### src/rtl/uart_mmio.sv
// uart_mmio: memory-mapped UART with RX/TX FIFOs, a fixed baud divider
// derived from CLK_FREQ/BAUD, and sticky error flags.
//   clk, rst_n     system clock, asynchronous active-low reset
//   rxd, txd       serial in (asynchronous to clk) / serial out
//   ce_i, we_i     bus strobe and write select
//   addr_i         0 = DATA, 1 = STATUS
//   data_i, sel_i  write data and byte enables (only sel_i[0] is used)
//   data_o         read data, combinational from addr_i
//   rx_irq         registered "RX FIFO non-empty"
module uart_mmio #(
  parameter int unsigned CLK_FREQ = 10000000,
  parameter int unsigned BAUD     = 115200,
  parameter int unsigned RX_DEPTH = 16,
  parameter int unsigned TX_DEPTH = 16
) (
  input  logic        clk,
  input  logic        rst_n,
  input  logic        rxd,
  output logic        txd,
  input  logic        ce_i,
  input  logic        we_i,
  input  logic        addr_i,
  input  logic [31:0] data_i,
  input  logic [3:0]  sel_i,
  output logic [31:0] data_o,
  output logic        rx_irq
);

  localparam int unsigned DIV   = (CLK_FREQ + BAUD / 2) / BAUD;
  localparam int unsigned HALF  = DIV / 2;
  localparam int unsigned CW    = $clog2(DIV);
  localparam int unsigned RX_AW = $clog2(RX_DEPTH);
  localparam int unsigned TX_AW = $clog2(TX_DEPTH);

  if (DIV < 4) begin : g_bad_div
    $error("uart_mmio: baud divider below 4");
  end
  if (RX_DEPTH < 2 || RX_DEPTH > 256 || (RX_DEPTH & (RX_DEPTH - 1)) != 0) begin : g_bad_rx_depth
    $error("uart_mmio: RX_DEPTH must be a power of two in 2..256");
  end
  if (TX_DEPTH < 2 || TX_DEPTH > 256 || (TX_DEPTH & (TX_DEPTH - 1)) != 0) begin : g_bad_tx_depth
    $error("uart_mmio: TX_DEPTH must be a power of two in 2..256");
  end

  // Bus decode
  logic data_rd, data_wr, stat_wr;
  assign data_rd = ce_i & ~we_i & ~addr_i;
  assign data_wr = ce_i &  we_i & ~addr_i & sel_i[0];
  assign stat_wr = ce_i &  we_i &  addr_i & sel_i[0];

  logic unused_bits;
  assign unused_bits = ^{sel_i[3:1], data_i[31:8]};

  // ---------------- RX path ----------------
  typedef enum logic [1:0] {RX_IDLE, RX_START, RX_DATA, RX_STOP} rx_state_t;
  rx_state_t     rx_state;
  logic          rxd_meta, rxd_sync;
  logic [CW-1:0] rx_cnt;
  logic [2:0]    rx_bit;
  logic [7:0]    rx_shift;
  logic          rx_push, rx_ferr;

  always_ff @(posedge clk or negedge rst_n) begin
    if (!rst_n) begin
      rxd_meta <= 1'b1;
      rxd_sync <= 1'b1;
    end else begin
      rxd_meta <= rxd;
      rxd_sync <= rxd_meta;
    end
  end

  always_ff @(posedge clk or negedge rst_n) begin
    if (!rst_n) begin
      rx_state <= RX_IDLE;
      rx_cnt   <= '0;
      rx_bit   <= '0;
      rx_shift <= '0;
      rx_push  <= 1'b0;
      rx_ferr  <= 1'b0;
    end else begin
      rx_push <= 1'b0;
      rx_ferr <= 1'b0;
      unique case (rx_state)
        RX_IDLE: begin
          rx_cnt <= '0;
          if (!rxd_sync) rx_state <= RX_START;
        end
        RX_START: begin
          if (rx_cnt == CW'(HALF - 1)) begin
            rx_cnt   <= '0;
            rx_bit   <= '0;
            // Line back high at mid start bit: treat as a glitch.
            rx_state <= rxd_sync ? RX_IDLE : RX_DATA;
          end else begin
            rx_cnt <= rx_cnt + CW'(1);
          end
        end
        RX_DATA: begin
          if (rx_cnt == CW'(DIV - 1)) begin
            rx_cnt   <= '0;
            rx_shift <= {rxd_sync, rx_shift[7:1]};
            if (rx_bit == 3'd7) rx_state <= RX_STOP;
            else                rx_bit   <= rx_bit + 3'd1;
          end else begin
            rx_cnt <= rx_cnt + CW'(1);
          end
        end
        RX_STOP: begin
          if (rx_cnt == CW'(DIV - 1)) begin
            rx_cnt   <= '0;
            rx_state <= RX_IDLE;
            rx_push  <= rxd_sync;
            rx_ferr  <= ~rxd_sync;
          end else begin
            rx_cnt <= rx_cnt + CW'(1);
          end
        end
        default: rx_state <= RX_IDLE;
      endcase
    end
  end

  // RX FIFO: pointers carry one extra bit to tell full from empty.
  logic [7:0]     rx_mem [RX_DEPTH];
  logic [RX_AW:0] rx_wptr, rx_rptr, rx_used;
  logic           rx_empty, rx_full, rx_pop, rx_accept;
  logic [8:0]     rx_used9;
  logic [7:0]     rx_occ, rx_head;

  assign rx_used   = rx_wptr - rx_rptr;
  assign rx_empty  = (rx_wptr == rx_rptr);
  assign rx_full   = (rx_wptr[RX_AW] != rx_rptr[RX_AW]) &&
                     (rx_wptr[RX_AW-1:0] == rx_rptr[RX_AW-1:0]);
  assign rx_pop    = data_rd & ~rx_empty;
  assign rx_accept = rx_push & ~rx_full;
  assign rx_head   = rx_mem[rx_rptr[RX_AW-1:0]];
  assign rx_used9  = 9'(rx_used);
  assign rx_occ    = rx_used9[8] ? 8'hFF : rx_used9[7:0];

  always_ff @(posedge clk) begin
    if (rx_accept) rx_mem[rx_wptr[RX_AW-1:0]] <= rx_shift;
  end

  always_ff @(posedge clk or negedge rst_n) begin
    if (!rst_n) begin
      rx_wptr <= '0;
      rx_rptr <= '0;
    end else begin
      if (rx_accept) rx_wptr <= rx_wptr + 1'b1;
      if (rx_pop)    rx_rptr <= rx_rptr + 1'b1;
    end
  end

  // ---------------- TX path ----------------
  typedef enum logic [1:0] {TX_IDLE, TX_START, TX_DATA, TX_STOP} tx_state_t;
  tx_state_t      tx_state;
  logic [CW-1:0]  tx_cnt;
  logic [2:0]     tx_bit;
  logic [7:0]     tx_shift;
  logic [7:0]     tx_mem [TX_DEPTH];
  logic [TX_AW:0] tx_wptr, tx_rptr, tx_used;
  logic           tx_empty, tx_full, tx_pop, tx_accept, tx_bit_end;
  logic [8:0]     tx_used9;
  logic [7:0]     tx_occ, tx_head;

  assign tx_used    = tx_wptr - tx_rptr;
  assign tx_empty   = (tx_wptr == tx_rptr);
  assign tx_full    = (tx_wptr[TX_AW] != tx_rptr[TX_AW]) &&
                      (tx_wptr[TX_AW-1:0] == tx_rptr[TX_AW-1:0]);
  assign tx_bit_end = (tx_cnt == CW'(DIV - 1));
  // Popping on the last stop-bit cycle chains frames with no idle gap.
  assign tx_pop     = ~tx_empty & ((tx_state == TX_IDLE) |
                                   ((tx_state == TX_STOP) & tx_bit_end));
  assign tx_accept  = data_wr & (~tx_full | tx_pop);
  assign tx_head    = tx_mem[tx_rptr[TX_AW-1:0]];
  assign tx_used9   = 9'(tx_used);
  assign tx_occ     = tx_used9[8] ? 8'hFF : tx_used9[7:0];

  always_ff @(posedge clk) begin
    if (tx_accept) tx_mem[tx_wptr[TX_AW-1:0]] <= data_i[7:0];
  end

  always_ff @(posedge clk or negedge rst_n) begin
    if (!rst_n) begin
      tx_wptr <= '0;
      tx_rptr <= '0;
    end else begin
      if (tx_accept) tx_wptr <= tx_wptr + 1'b1;
      if (tx_pop)    tx_rptr <= tx_rptr + 1'b1;
    end
  end

  always_ff @(posedge clk or negedge rst_n) begin
    if (!rst_n) begin
      tx_state <= TX_IDLE;
      tx_cnt   <= '0;
      tx_bit   <= '0;
      tx_shift <= '0;
      txd      <= 1'b1;
    end else begin
      unique case (tx_state)
        TX_IDLE: begin
          tx_cnt <= '0;
          if (tx_pop) begin
            tx_shift <= tx_head;
            txd      <= 1'b0;
            tx_state <= TX_START;
          end
        end
        TX_START: begin
          if (tx_bit_end) begin
            tx_cnt   <= '0;
            tx_bit   <= '0;
            txd      <= tx_shift[0];
            tx_state <= TX_DATA;
          end else begin
            tx_cnt <= tx_cnt + CW'(1);
          end
        end
        TX_DATA: begin
          if (tx_bit_end) begin
            tx_cnt <= '0;
            if (tx_bit == 3'd7) begin
              txd      <= 1'b1;
              tx_state <= TX_STOP;
            end else begin
              tx_bit   <= tx_bit + 3'd1;
              txd      <= tx_shift[1];
              tx_shift <= {1'b0, tx_shift[7:1]};
            end
          end else begin
            tx_cnt <= tx_cnt + CW'(1);
          end
        end
        TX_STOP: begin
          if (tx_bit_end) begin
            tx_cnt <= '0;
            if (tx_pop) begin
              tx_shift <= tx_head;
              txd      <= 1'b0;
              tx_state <= TX_START;
            end else begin
              tx_state <= TX_IDLE;
            end
          end else begin
            tx_cnt <= tx_cnt + CW'(1);
          end
        end
        default: tx_state <= TX_IDLE;
      endcase
    end
  end

  // ---------------- Flags and IRQ ----------------
  logic rx_overrun, frame_err, tx_drop;

  always_ff @(posedge clk or negedge rst_n) begin
    if (!rst_n) begin
      rx_overrun <= 1'b0;
      frame_err  <= 1'b0;
      tx_drop    <= 1'b0;
      rx_irq     <= 1'b0;
    end else begin
      rx_overrun <= (rx_push & rx_full)      | (rx_overrun & ~(stat_wr & data_i[2]));
      frame_err  <= rx_ferr                  | (frame_err  & ~(stat_wr & data_i[3]));
      tx_drop    <= (data_wr & ~tx_accept)   | (tx_drop    & ~(stat_wr & data_i[4]));
      rx_irq     <= ~rx_empty;
    end
  end

  always_comb begin
    data_o = '0;
    if (rst_n) begin
      if (!addr_i) begin
        data_o[7:0] = rx_empty ? 8'h00 : rx_head;
      end else begin
        data_o[0]     = ~tx_full;
        data_o[1]     = ~rx_empty;
        data_o[2]     = rx_overrun;
        data_o[3]     = frame_err;
        data_o[4]     = tx_drop;
        data_o[5]     = tx_empty & (tx_state == TX_IDLE);
        data_o[15:8]  = rx_occ;
        data_o[23:16] = tx_occ;
      end
    end
  end

endmodule
### config.mk
export PLATFORM = sky130hd
export DESIGN_NAME = uart_mmio
export DESIGN_NICKNAME = d
export VERILOG_FILES = /design/src/rtl/uart_mmio.sv
export SDC_FILE = /design/constraint.sdc
export NUM_CORES = 1
export LEC_CHECK = 0
export ABC_AREA = 0
export BUFFER_PORTS_ARGS = -buffer_cell sky130_fd_sc_hd__buf_4
export CORE_MARGIN = 3
export CORE_UTILIZATION = 45
export DETAILED_ROUTE_END_ITERATION = 8
export HOLD_SLACK_MARGIN = 0.08
export PLACE_DENSITY = 0.61
export SLEW_MARGIN = 30
export SYNTH_ARGS = -nofsm -noshare
export SYNTH_HDL_FRONTEND = slang
export SYNTH_SLANG_ARGS = --single-unit
### constraint.sdc
create_clock -name clk -period 6.1 [get_ports clk]
set_input_delay 0.305 -clock clk [delete_from_list [all_inputs] [get_ports clk]]
set_output_delay 0.305 -clock clk [all_outputs]
set_load 0.01 [all_outputs]
## Word-level counts from Yosys, hierarchy flattened

Memories as Yosys holds them, arrays and structs flattened.
Cells that the tools add are included.

- Multiplexer cells: 51
- Bitwise operators: 37
- Reduce and logical (&&, ||, !) cells: 16
- Equal/unequal tests: 29
- Add/sub/neg operators: 10

Operators by type and width:

| kind | count |
|---|---|
| 8-bit two-way mux | 5 |
| 2-bit two-way mux | 12 |
| 24-bit two-way mux | 1 |
| 2-bit != test (second input constant) | 12 |
| 8-bit case mux with 3 select lines | 1 |
| 1-bit AND | 21 |
| 7-bit two-way mux | 3 |
| 7-bit case mux with 3 select lines | 1 |
| 5-bit by 1-bit adder with 5-bit output (second input constant) | 4 |
| 3-bit two-way mux | 6 |
| 2-bit case mux with 4 select lines | 2 |
| 7-bit by 1-bit adder with 7-bit output (second input constant) | 2 |
| 7-bit == test (second input constant) | 2 |
| 1-bit two-way mux | 14 |
| 7-bit case mux with 2 select lines | 1 |
| 13-bit two-way mux | 1 |
| 3-bit case mux with 2 select lines | 2 |
| 4-bit AND reduction | 3 |
| 1-bit NOT | 11 |
| 5-bit == test | 2 |
| 5-bit AND reduction | 2 |
| 5-bit subtractor | 2 |
| 2-bit == test (second input constant) | 4 |
| 4-bit == test | 2 |
| other kinds (16) | 27 |

- RAM bits: 256
- Register bits: 69
- Logic and storage cells: 166
- Output and inout port bits: 34
- Input port bits: 42
- Memories kept: 2

Memory list:

| name | depth | bits a word | rd ports | clocked after Yosys merged registers in | wr ports | RTL line | RTL |
|---|---|---|---|---|---|---|---|
| rx_mem | 16 | 8 | 1 | 0 | 1 | 125 | `logic [7:0] rx_mem [RX_DEPTH];` |
| tx_mem | 16 | 8 | 1 | 0 | 1 | 161 | `logic [7:0] tx_mem [TX_DEPTH];` |

## Longest topological paths before layout

Gate-level depths: netlist of run 1.

- Word-level depth: 9
- Depth in mapped cells: 10

## Least setup slack after synthesis of run 1

Ideal clock, no wire load.

- Kind: reg2reg
- Start: reg rx_rptr[2]
- End: mem rx_mem[5][0] (enable)
- Path slack: 3.053 ns
- Cell stages (with the launch flop): 10
- Arrival: 2.664 ns
- Path through: dfrtp_1 inv_1 clkbuf_1 ha_1 and4_1 nor2b_1 nor2b_1 clkbuf_1 nand2_1 nor3_1

- Longest elaborated chain between the ends: 6

RTL lines:

| element | RTL line | RTL |
|---|---|---|
| start: declaration | 126 | `logic [RX_AW:0] rx_wptr, rx_rptr, rx_used;` |
| start signal: assignment | 151 | `if (rx_pop) rx_rptr <= rx_rptr + 1'b1;` |
| 4-bit == test | 134 | `(rx_wptr[RX_AW-1:0] == rx_rptr[RX_AW-1:0]);` |
| 1-bit logical AND | 133 | `assign rx_full = (rx_wptr[RX_AW] != rx_rptr[RX_AW]) &&` |
| 1-bit NOT | 136 | `assign rx_accept = rx_push & ~rx_full;` |
| 1-bit AND | 136 |  |
| 1-bit two-way mux | 142 | `if (rx_accept) rx_mem[rx_wptr[RX_AW-1:0]] <= rx_shift;` |
| 1-bit two-way mux (not written as such) | 142 |  |
| end: declaration | 125 |  |

No other way between the ends.

## Final worst setup path of run 1

- Start: reg rx_rptr[2]
- End: mem rx_mem[7][5] (enable)

Same word-level chain as after synthesis.

==> flow_summary.toml, run 1 <==
[critical_path]
path_delay_family = "simple AND/OR/NAND/NOR gates"
required_ps = 6230
r2r_cells = 7
end_kind = "flop"
reg2reg_from = "rx_rptr[2]"
slowest_delay_ps = 680
crit_top_cell = "nor2b_1"
critPathBufInv = 1
critPathSlowestCell = "nor3_2"
path_cells = "inv_1 > ha_1 > and4_1 > nor2b_1 > nor2b_1 > nand2_1 > nor3_2"
r2r_end = "rx_mem[7][5]"
path_class = "flop to flop"
critPathLaunchType = "flop"
ff2ff_setup_slack_ps = 2290
arrival_ps = 3930
cp_max_fo = 14

[synthesis]
yosys-top-cells-area = "edfxtp_1 56%, dfrtp_1 12%, mux4_2 8.1%, ha_1 2.8%, mux4_1 1.7%"
synth_edf_count = 256
yosysSeqAreaShare_pct = 68.16
ys_ff_latch = 325
yosys_warnings = 0
netlist.area_leader.share_pct = 55.64
synth-main-ff-cell = "edfxtp_1"
yosysTopAreaCell = "edfxtp_1"
synth.distinct_cells = 64
syn-instance-count = 823
async_flop_share_pct = 21.23
syn_area_um2 = 13820
synth_area_per_cell_um2 = 16.79

[layout]
nFillCells = 2493
area_growth_pct = 12.71
nets = 948
diodes = 0
multi_input_comb_area_um2 = 4088
seq_area_um2 = 9422
drive_above_1_share_pct = 20.18

[cts]
cts_tree = "built"
htree_levels = 2
clkLatencyLatePin_ps = 510
cts_buffer_depth = 3
cts_made_buffers = 35
cts_setup_buffers = 0
clk_pin_slew_worst_paths_ps = 60
cts.sink_count = 325
cts_root_buffer = "clkbuf_16"

[sta]
tns_ps = 0
slew_headroom_pct = 42.79
hold_viol_final = 0
fin_crit_sh_pct = 62.42
setup_viol = 0
min_period_ps = 3808
fmax_ghz = 0.2626
slew_violations = 0
worst_pin_slew_ps = 855.0
clock_skew_ps = 19.41
rsz0062_at_grt = "false"

[global_route]
overflow = 0
grt_start_max_net_pins = 63
grt_pass1_wl_um = 44450
grt.total_usage_pct = 17.61
grt_pass1_vias = 7378
antenna_found_initial = 0

[drt]
postRouteAntennaNets = 0
vias_per_cell = 5.570
first_pass_iters = 5
drc_errors = 0
drt_iter0_drc = 487
vias = 7168
routedWlPerCell_um = 22.10
routed_wirelength_um = 28450

[min_path]
holdPathStages = 1
min-delay-start = "data_i[6]"
hold_end = "tx_mem[0][6]"
hp-class = "input port to flop"

[die]
coreArea_um2 = 29950
fp.dieW_um = 181.2
die_area_um2 = 32840
start_util_pct = 46.13
dieHeight_um = 181.2
rows = 63
pin_count = 76

[place]
portBuffers = 34
gp_congestion = 0.7993
dpl.hpwl_um = 18000

[power_and_ir_drop]
ir_worst_vdd_mv = 0.2240
fin_total_pwr_w = 0.006288
p_leak_nw = 5.330
p_per_area_nw_per_um2 = 403.8

[outcome]
status = "complete, no violations"

[flow_run]
maxCapViolCount = 0
per-layer routing:
metal  wire length, um  GRT usage, %  vias up  share of wire [%]
li1                  -             -     3263                  -
met1             12470         25.27     3657                 44
met2             13920         28.63      200                 49
met3              1519         2.698       48                5.3
met4               532         4.327        0                1.9
met5                 0             0        -                  0
final cells by class:
type / count / share of cell area (%)
sequential: 325 / 60.50
multi-input combinational: 439 / 26.25
clock buffer: 44 / 5.977
tap: 390 / 3.133
timing repair buffer: 47 / 2.298
clock inverter: 17 / 1.245
inverter: 25 / 0.6026
sequential cells by signal, indices dropped and copies added (netlist names), 2 cells and up, named ones only:
name,cells
rx_mem,128
tx_mem,128
rx_shift,8
tx_shift,8
rx_cnt,7
tx_cnt,7
rx_rptr,5
rx_wptr,5
tx_rptr,5
tx_wptr,5
rx_bit,3
tx_bit,3
tx_state,2
synthesized netlist by cell type (all sizes together), types with 13 or more instances:
cell type / instances
edfxtp: 256
dfrtp: 66
mux4: 59
nor2: 45
nand2: 41
ha: 31
buf: 28
inv: 25
a21oi: 24
xnor2: 22
mux2i: 21
clkbuf: 19
mux2: 19
and3: 17
and2: 14
xor2: 13
layout by cell type, fill, tap and decap left out, types with 19 or more instances in the layout:
cell type    n
nor2_1      44
mux2_2      19
nand2_1     41
mux4_2      50
inv_1       25
buf_4       45
clkbuf_16   36
dfrtp_1     63
edfxtp_1   256
ha_1        31
a21oi_1     24
xnor2_1     22
mux2i_1     21
worst reg2reg max path, cell delays in order (launching register included):
cell     delay, ps
dfrtp_1        650
inv_1          440
ha_1           460
and4_1         220
nor2b_1        140
nor2b_1        580
nand2_1        260
nor3_2         680
metrics by stage:
stage	setup WS [ps]	hold slack [ps]	util (%)	std cells	area, um^2
2_1_floorplan	3053	9.409	-	836	13870
3_3_place_gp	2212	162.9	48.17	1224	14430
3_5_place_dp	2231	162.9	48.17	1224	14430
4_1_cts	2196	93.47	51.99	1287	15570
5_1_grt	1834	108.7	51.99	1287	15570
6_report	2292	111.5	51.99	1287	15570
timing repair:
action,4_1_cts,5_1_grt
endpoints found under the hold margin,10,0
resized for setup,0,0
hold buffers,2,0
kinds of logic (layout without fill, tap and decap cells):
| logic type | Yosys count | after routing | share of synthesized area, % |
|---|---|---|---|
| multiplexers | 99 | 99 | 12.93 |
| buffers and inverters | 72 | 133 | 2.680 |
| other | 1 | 14 | 0.02714 |
| flip-flops | 325 | 325 | 68.16 |
| adder cells (fa/ha/maj) | 33 | 33 | 3.097 |
| AND/OR/NAND/NOR | 173 | 173 | 6.439 |
| XOR/XNOR | 35 | 35 | 2.219 |
| AO/OA/AOI/OAI | 85 | 85 | 4.446 |
how the worst max path moves through the flow:
stage | startpoint | to | slack (ps) | depth (start not counted)
2_1_floorplan | rx_rptr[2] | rx_mem[5][0] | 3050 | 9
5_1_grt | rx_rptr[2] | rx_mem[7][5] | 1830 | 7
3_5_place_dp | rx_rptr[2] | rx_mem[6][5] | 2230 | 7
3_3_place_gp | rx_rptr[2] | rx_mem[6][0] | 2210 | 7
4_1_cts | rx_rptr[2] | rx_mem[6][1] | 2200 | 7
6_report | rx_rptr[2] | rx_mem[7][5] | 2290 | 7
power breakdown:
part | leakage [nW] | switching [W] | internal (W) | total [W]
Sequential | 2.92 | 0.000122 | 0.00249 | 0.00262
Combinational | 1.86 | 0.000872 | 0.000710 | 0.00158
Clock | 0.552 | 0.000837 | 0.00125 | 0.00209
No activity file was read; power rests on OpenSTA's default activity.
==> inputs of run 2 (changes only) <==
- clock period: 6.1 -> 3.8 ns (I/O delays scaled with it)
==> flow_summary.toml, run 2 (synthesis results as in run 1) <==
[sta]
worst_pin_slew_ps = 811.0
min_period_ps = 3289
rsz0062_at_grt = "false"
hold_viol_final = 0
clock_skew_ps = 21.91
tns_ps = 0
fin_crit_sh_pct = 86.56
slew_violations = 0
fmax_ghz = 0.3040
setup_viol = 0
slew_headroom_pct = 45.74

[cts]
htree_levels = 2
cts_tree = "built"
cts_root_buffer = "clkbuf_16"
cts_made_buffers = 36
clkLatencyLatePin_ps = 510
cts.sink_count = 325
cts_buffer_depth = 3
clk_pin_slew_worst_paths_ps = 50
cts_resized = 0

[place]
gp_congestion = 0.7834
dp_cells = 1237
portBuffers = 34
dpl.hpwl_um = 18180

[die]
rows = 63
die_area_um2 = 32840
fp.dieW_um = 181.2
pin_count = 76
start_util_pct = 46.13
dieHeight_um = 181.2
coreArea_um2 = 29950

[min_path]
hp-class = "input port to flop"
min-delay-start = "ce_i"

[critical_path]
critPathLaunchType = "flop"
arrival_ps = 3100
cp_max_fo = 22
required_ps = 3610
end_kind = "primary output"
path_class = "flop to primary output"
reg2reg_from = "rx_rptr[3]"
critPathLaunch = "rx_rptr[0]"
ff2ff_setup_slack_ps = 670

[layout]
final_cells = 1309
nets = 971
drive_above_1_share_pct = 20.67
area_growth_pct = 13.80
diodes = 0
final_common_cell = "edfxtp_1"
final_cell_mix = "256 x edfxtp_1, 63 x dfrtp_1, 58 x buf_4"

[drt]
vias_per_cell = 5.515
routedWlPerCell_um = 21.72
drt_iter0_drc = 505
vias = 7219
drc_errors = 0
first_pass_iters = 5
routed_wirelength_um = 28430
postRouteAntennaNets = 0

[global_route]
grt_start_max_net_pins = 42
grt_pass1_wl_um = 44340
antenna_found_initial = 0
overflow = 0
grt.total_usage_pct = 17.55
grt_pass1_vias = 7476

[outcome]
status = "complete, no violations"

[flow_run]
maxCapViolCount = 0

[power_and_ir_drop]
intPower_w = 0.007104
p_switching_w = 0.002948
combPwrFrac_pct = 25.6
p_per_area_nw_per_um2 = 639.3
ir_worst_vdd_mv = 0.4699
p_clk_share_pct = 32.3
p_sw_share_pct = 29.33
seq_power_share_pct = 42.1
p_leak_nw = 5.422
==> run 2: cell types whose count changed in the layout (fill, tap and decap cells not counted) <==
| cell | before | now |
|---|---|---|
| clkinv_1 | 5 | 7 |
| dlygate4sd3_1 | 2 | 11 |
| buf_4 | 45 | 58 |
| bufinv_16 | 4 | 3 |
| nor3_2 | 2 | 0 |
| nor3_1 | 7 | 9 |
| clkinv_2 | 6 | 5 |
==> run 2: through the flow <==
| step | total power [W] | worst slack (ps) | area (um^2) | hold slack [ps] | util (%) |
|---|---|---|---|---|---|
| after global placement | 0.006867 | 742.9 | 14520 | 202.3 | 48.46 |
| after floorplan | 0.006177 | 752.9 | 13870 | -105.6 | - |
| after CTS | 0.01016 | 448.4 | 15720 | 157.4 | 52.49 |
| after detailed placement | 0.006894 | 731.0 | 14520 | 200.8 | 48.46 |
| final | 0.01005 | 510.6 | 15720 | 179.7 | 52.49 |
| after global routing | 0.01059 | 292.0 | 15720 | 186.7 | 52.49 |
==> run 2: power groups by stage <==
stage | clock network (W) | logic, W | registers, W
floorplan | 0 | 0.00199 | 0.00419
global placement | 0 | 0.00257 | 0.00430
detailed placement | 0 | 0.00259 | 0.00430
CTS | 0.00332 | 0.00261 | 0.00423
global route | 0.00348 | 0.00284 | 0.00427
finish | 0.00325 | 0.00258 | 0.00423
==> run 2: layer usage <==
layer / track usage [%] / share of wire [%] / up-vias
li1: - / - / 3300
met1: 24.97 / 45 / 3698
met2: 28.48 / 49 / 183
met3: 2.879 / 4.5 / 38
met4: 4.631 / 1.8 / 0
met5: 0 / 0 / -
==> run 2: what timing repair did <==
item                       4_1_cts  5_1_grt
setup endpoints to repair        0        0
hold buffers                    11        0
hold endpoints to repair       167        0
setup buffers                    0        0
==> run 2: cell type report <==
class,count,area [um^2]
Sequential cell,325,9422
Inverter,25,93.84
Multi-Input combinational cell,439,4078
Tap cell,390,488.0
Timing Repair Buffer,69,545.5
Clock buffer,44,930.9
Clock inverter,17,166.4
Fill cell,2433,14230
==> run 2: worst paths after layout <==
path                           endpoint  depth (start not counted)
max                           data_o[6]                          5
min                          rx_rptr[0]                          3
max reg2reg                rx_mem[2][7]                          8
min reg2reg                    rxd_sync                          0
max in group asynchronous    tx_rptr[1]                          3
min in group asynchronous     rx_cnt[5]                          2
==> run 2: critical path, stage by stage, from the launching register on <==
cell	delay (ps)
dfrtp_2	690
buf_4	490
mux4_1	610
mux4_2	450
and2_1	200
buf_4	150
==> inputs of run 3 (changes only) <==
- PLACE_DENSITY: 0.61 -> 0.59
==> flow_summary.toml, run 3 (synthesis results as in run 1) <==
[layout]
postLayoutCellArea_um2 = 15820
nets = 971
final_cell_mix = "256 x edfxtp_1, 63 x dfrtp_1, 57 x buf_4"
fin_util_pct = 52.81
drive_above_1_share_pct = 21.48
diodes = 0
final_common_cell = "edfxtp_1"
area_growth_pct = 14.48
nFillCells = 2444

[sta]
rsz0062_at_grt = "false"
hold_viol_final = 0
setup_viol = 0
setup_ws_ps = 585.8
worst_pin_slew_ps = 734.0
min_period_ps = 3214
tns_ps = 0
slew_violations = 0
fmax_ghz = 0.3111
clock_skew_ps = 21.92
fin_crit_sh_pct = 84.58
slew_headroom_pct = 51.07

[die]
coreArea_um2 = 29950
pin_count = 76
die_area_um2 = 32840
dieHeight_um = 181.2
fp.dieW_um = 181.2
rows = 63
start_util_pct = 46.13

[critical_path]
path_delay_family = "simple AND/OR/NAND/NOR gates"
path_class = "flop to primary output"
slowest_delay_ps = 620
crit_top_cell = "nand2_1"
required_ps = 3610
critPathLaunchType = "flop"
r2r_end = "tx_mem[1][3]"
cp_max_fo = 12
arrival_ps = 3020
path_cells = "inv_1 > ha_1 > and4_1 > nand2_1 > nand2_1 > or2_2 > o22ai_1 > buf_4"
ff2ff_setup_slack_ps = 780
reg2reg_from = "tx_rptr[3]"
critPathBufInv = 2
r2r_cells = 7
end_kind = "primary output"
critPathSlowestCell = "dfrtp_1"

[cts]
cts_setup_buffers = 0
cts.sink_count = 325
clk_pin_slew_worst_paths_ps = 60
htree_levels = 2
cts_root_buffer = "clkbuf_16"
cts_buffer_depth = 3
cts_tree = "built"
clkLatencyLatePin_ps = 520
cts_made_buffers = 36

[place]
dpl.hpwl_um = 18970
portBuffers = 34
dp_worst_setup_slack_ps = 791.2
placed_area_um2 = 14510
gp_congestion = 0.8219

[min_path]
min-delay-start = "ce_i"
hold_end = "rx_rptr[0]"
holdPathStages = 3
hp-class = "input port to flop"

[drt]
drt_iter0_drc = 503
routedWlPerCell_um = 21.90
postRouteAntennaNets = 0
vias = 7253
drc_errors = 0
vias_per_cell = 5.528
routed_wirelength_um = 28740
first_pass_iters = 4

[power_and_ir_drop]
fin_total_pwr_w = 0.01028
p_per_area_nw_per_um2 = 649.8
ir_worst_vdd_mv = 0.4174
p_leak_nw = 5.461

[global_route]
overflow = 0
antenna_found_initial = 0
grt.total_usage_pct = 17.65
grt_pass1_vias = 7577
grt_pass1_wl_um = 44680
grt_start_max_net_pins = 45

[flow_run]
maxCapViolCount = 0

[outcome]
status = "complete, no violations"
-- run 3: cell type report --
class | instances | area [um^2] | share of cell area (%)
Multi-Input combinational cell | 439 | 4078 | 25.78
Inverter | 25 | 93.84 | 0.5933
Clock inverter | 17 | 206.4 | 1.305
Timing Repair Buffer | 69 | 548.0 | 3.465
Sequential cell | 325 | 9422 | 59.56
Clock buffer | 47 | 982.2 | 6.209
Tap cell | 390 | 488.0 | 3.085
-- run 3: worst reg2reg max path, cell delays in order, from the launching register on --
cell and delay, ps:
dfrtp_1 480, inv_1 150, ha_1 340, nand4_1 170
a2111oi_2 80, nor3b_2 600, nor3b_1 390, and2_1 450
-- run 3: metrics by stage --
| stage | hold WS (ps) | std cells |
|---|---|---|
| 5_1_grt | 186.4 | 1312 |
| 4_1_cts | 155.5 | 1312 |
| 6_report | 176.9 | 1312 |
| 2_1_floorplan | -105.6 | 836 |
| 3_3_place_gp | 220.2 | 1236 |
| 3_5_place_dp | 230.1 | 1236 |
-- run 3: per-layer routing --
metal / vias to the layer above / routed length, um / global-route usage [%]
met2: 194 / 13740 / 28.00
li1: 3301 / - / -
met1: 3690 / 12460 / 24.61
met4: 0 / 1141 / 6.947
met3: 68 / 1400 / 2.939
met5: - / 0 / 0
-- run 3: timing repair --
| item | in CTS | in global routing |
|---|---|---|
| gates resized for setup | 0 | 0 |
| hold endpoints to repair | 170 | 0 |
| hold buffers | 12 | 0 |
-- run 3: power breakdown --
group	leakage (nW)	total, W	internal, W	switching (W)
combinational	1.96	0.00261	0.00117	0.00145
clock	0.580	0.00346	0.00210	0.00136
sequential	2.92	0.00421	0.00401	0.000201
-- run 3: worst max-delay path by stage --
| stage | depth (start not counted) | start | to |
|---|---|---|---|
| global route | 8 | rx_rptr[3] | data_o[3] |
| global placement | 8 | rx_rptr[3] | rx_mem[0][7] |
| CTS | 8 | rx_rptr[3] | data_o[5] |
| finish | 8 | rx_rptr[3] | data_o[5] |
| floorplan | 9 | rx_rptr[2] | rx_mem[5][0] |
| detailed placement | 8 | rx_rptr[3] | rx_mem[0][7] |
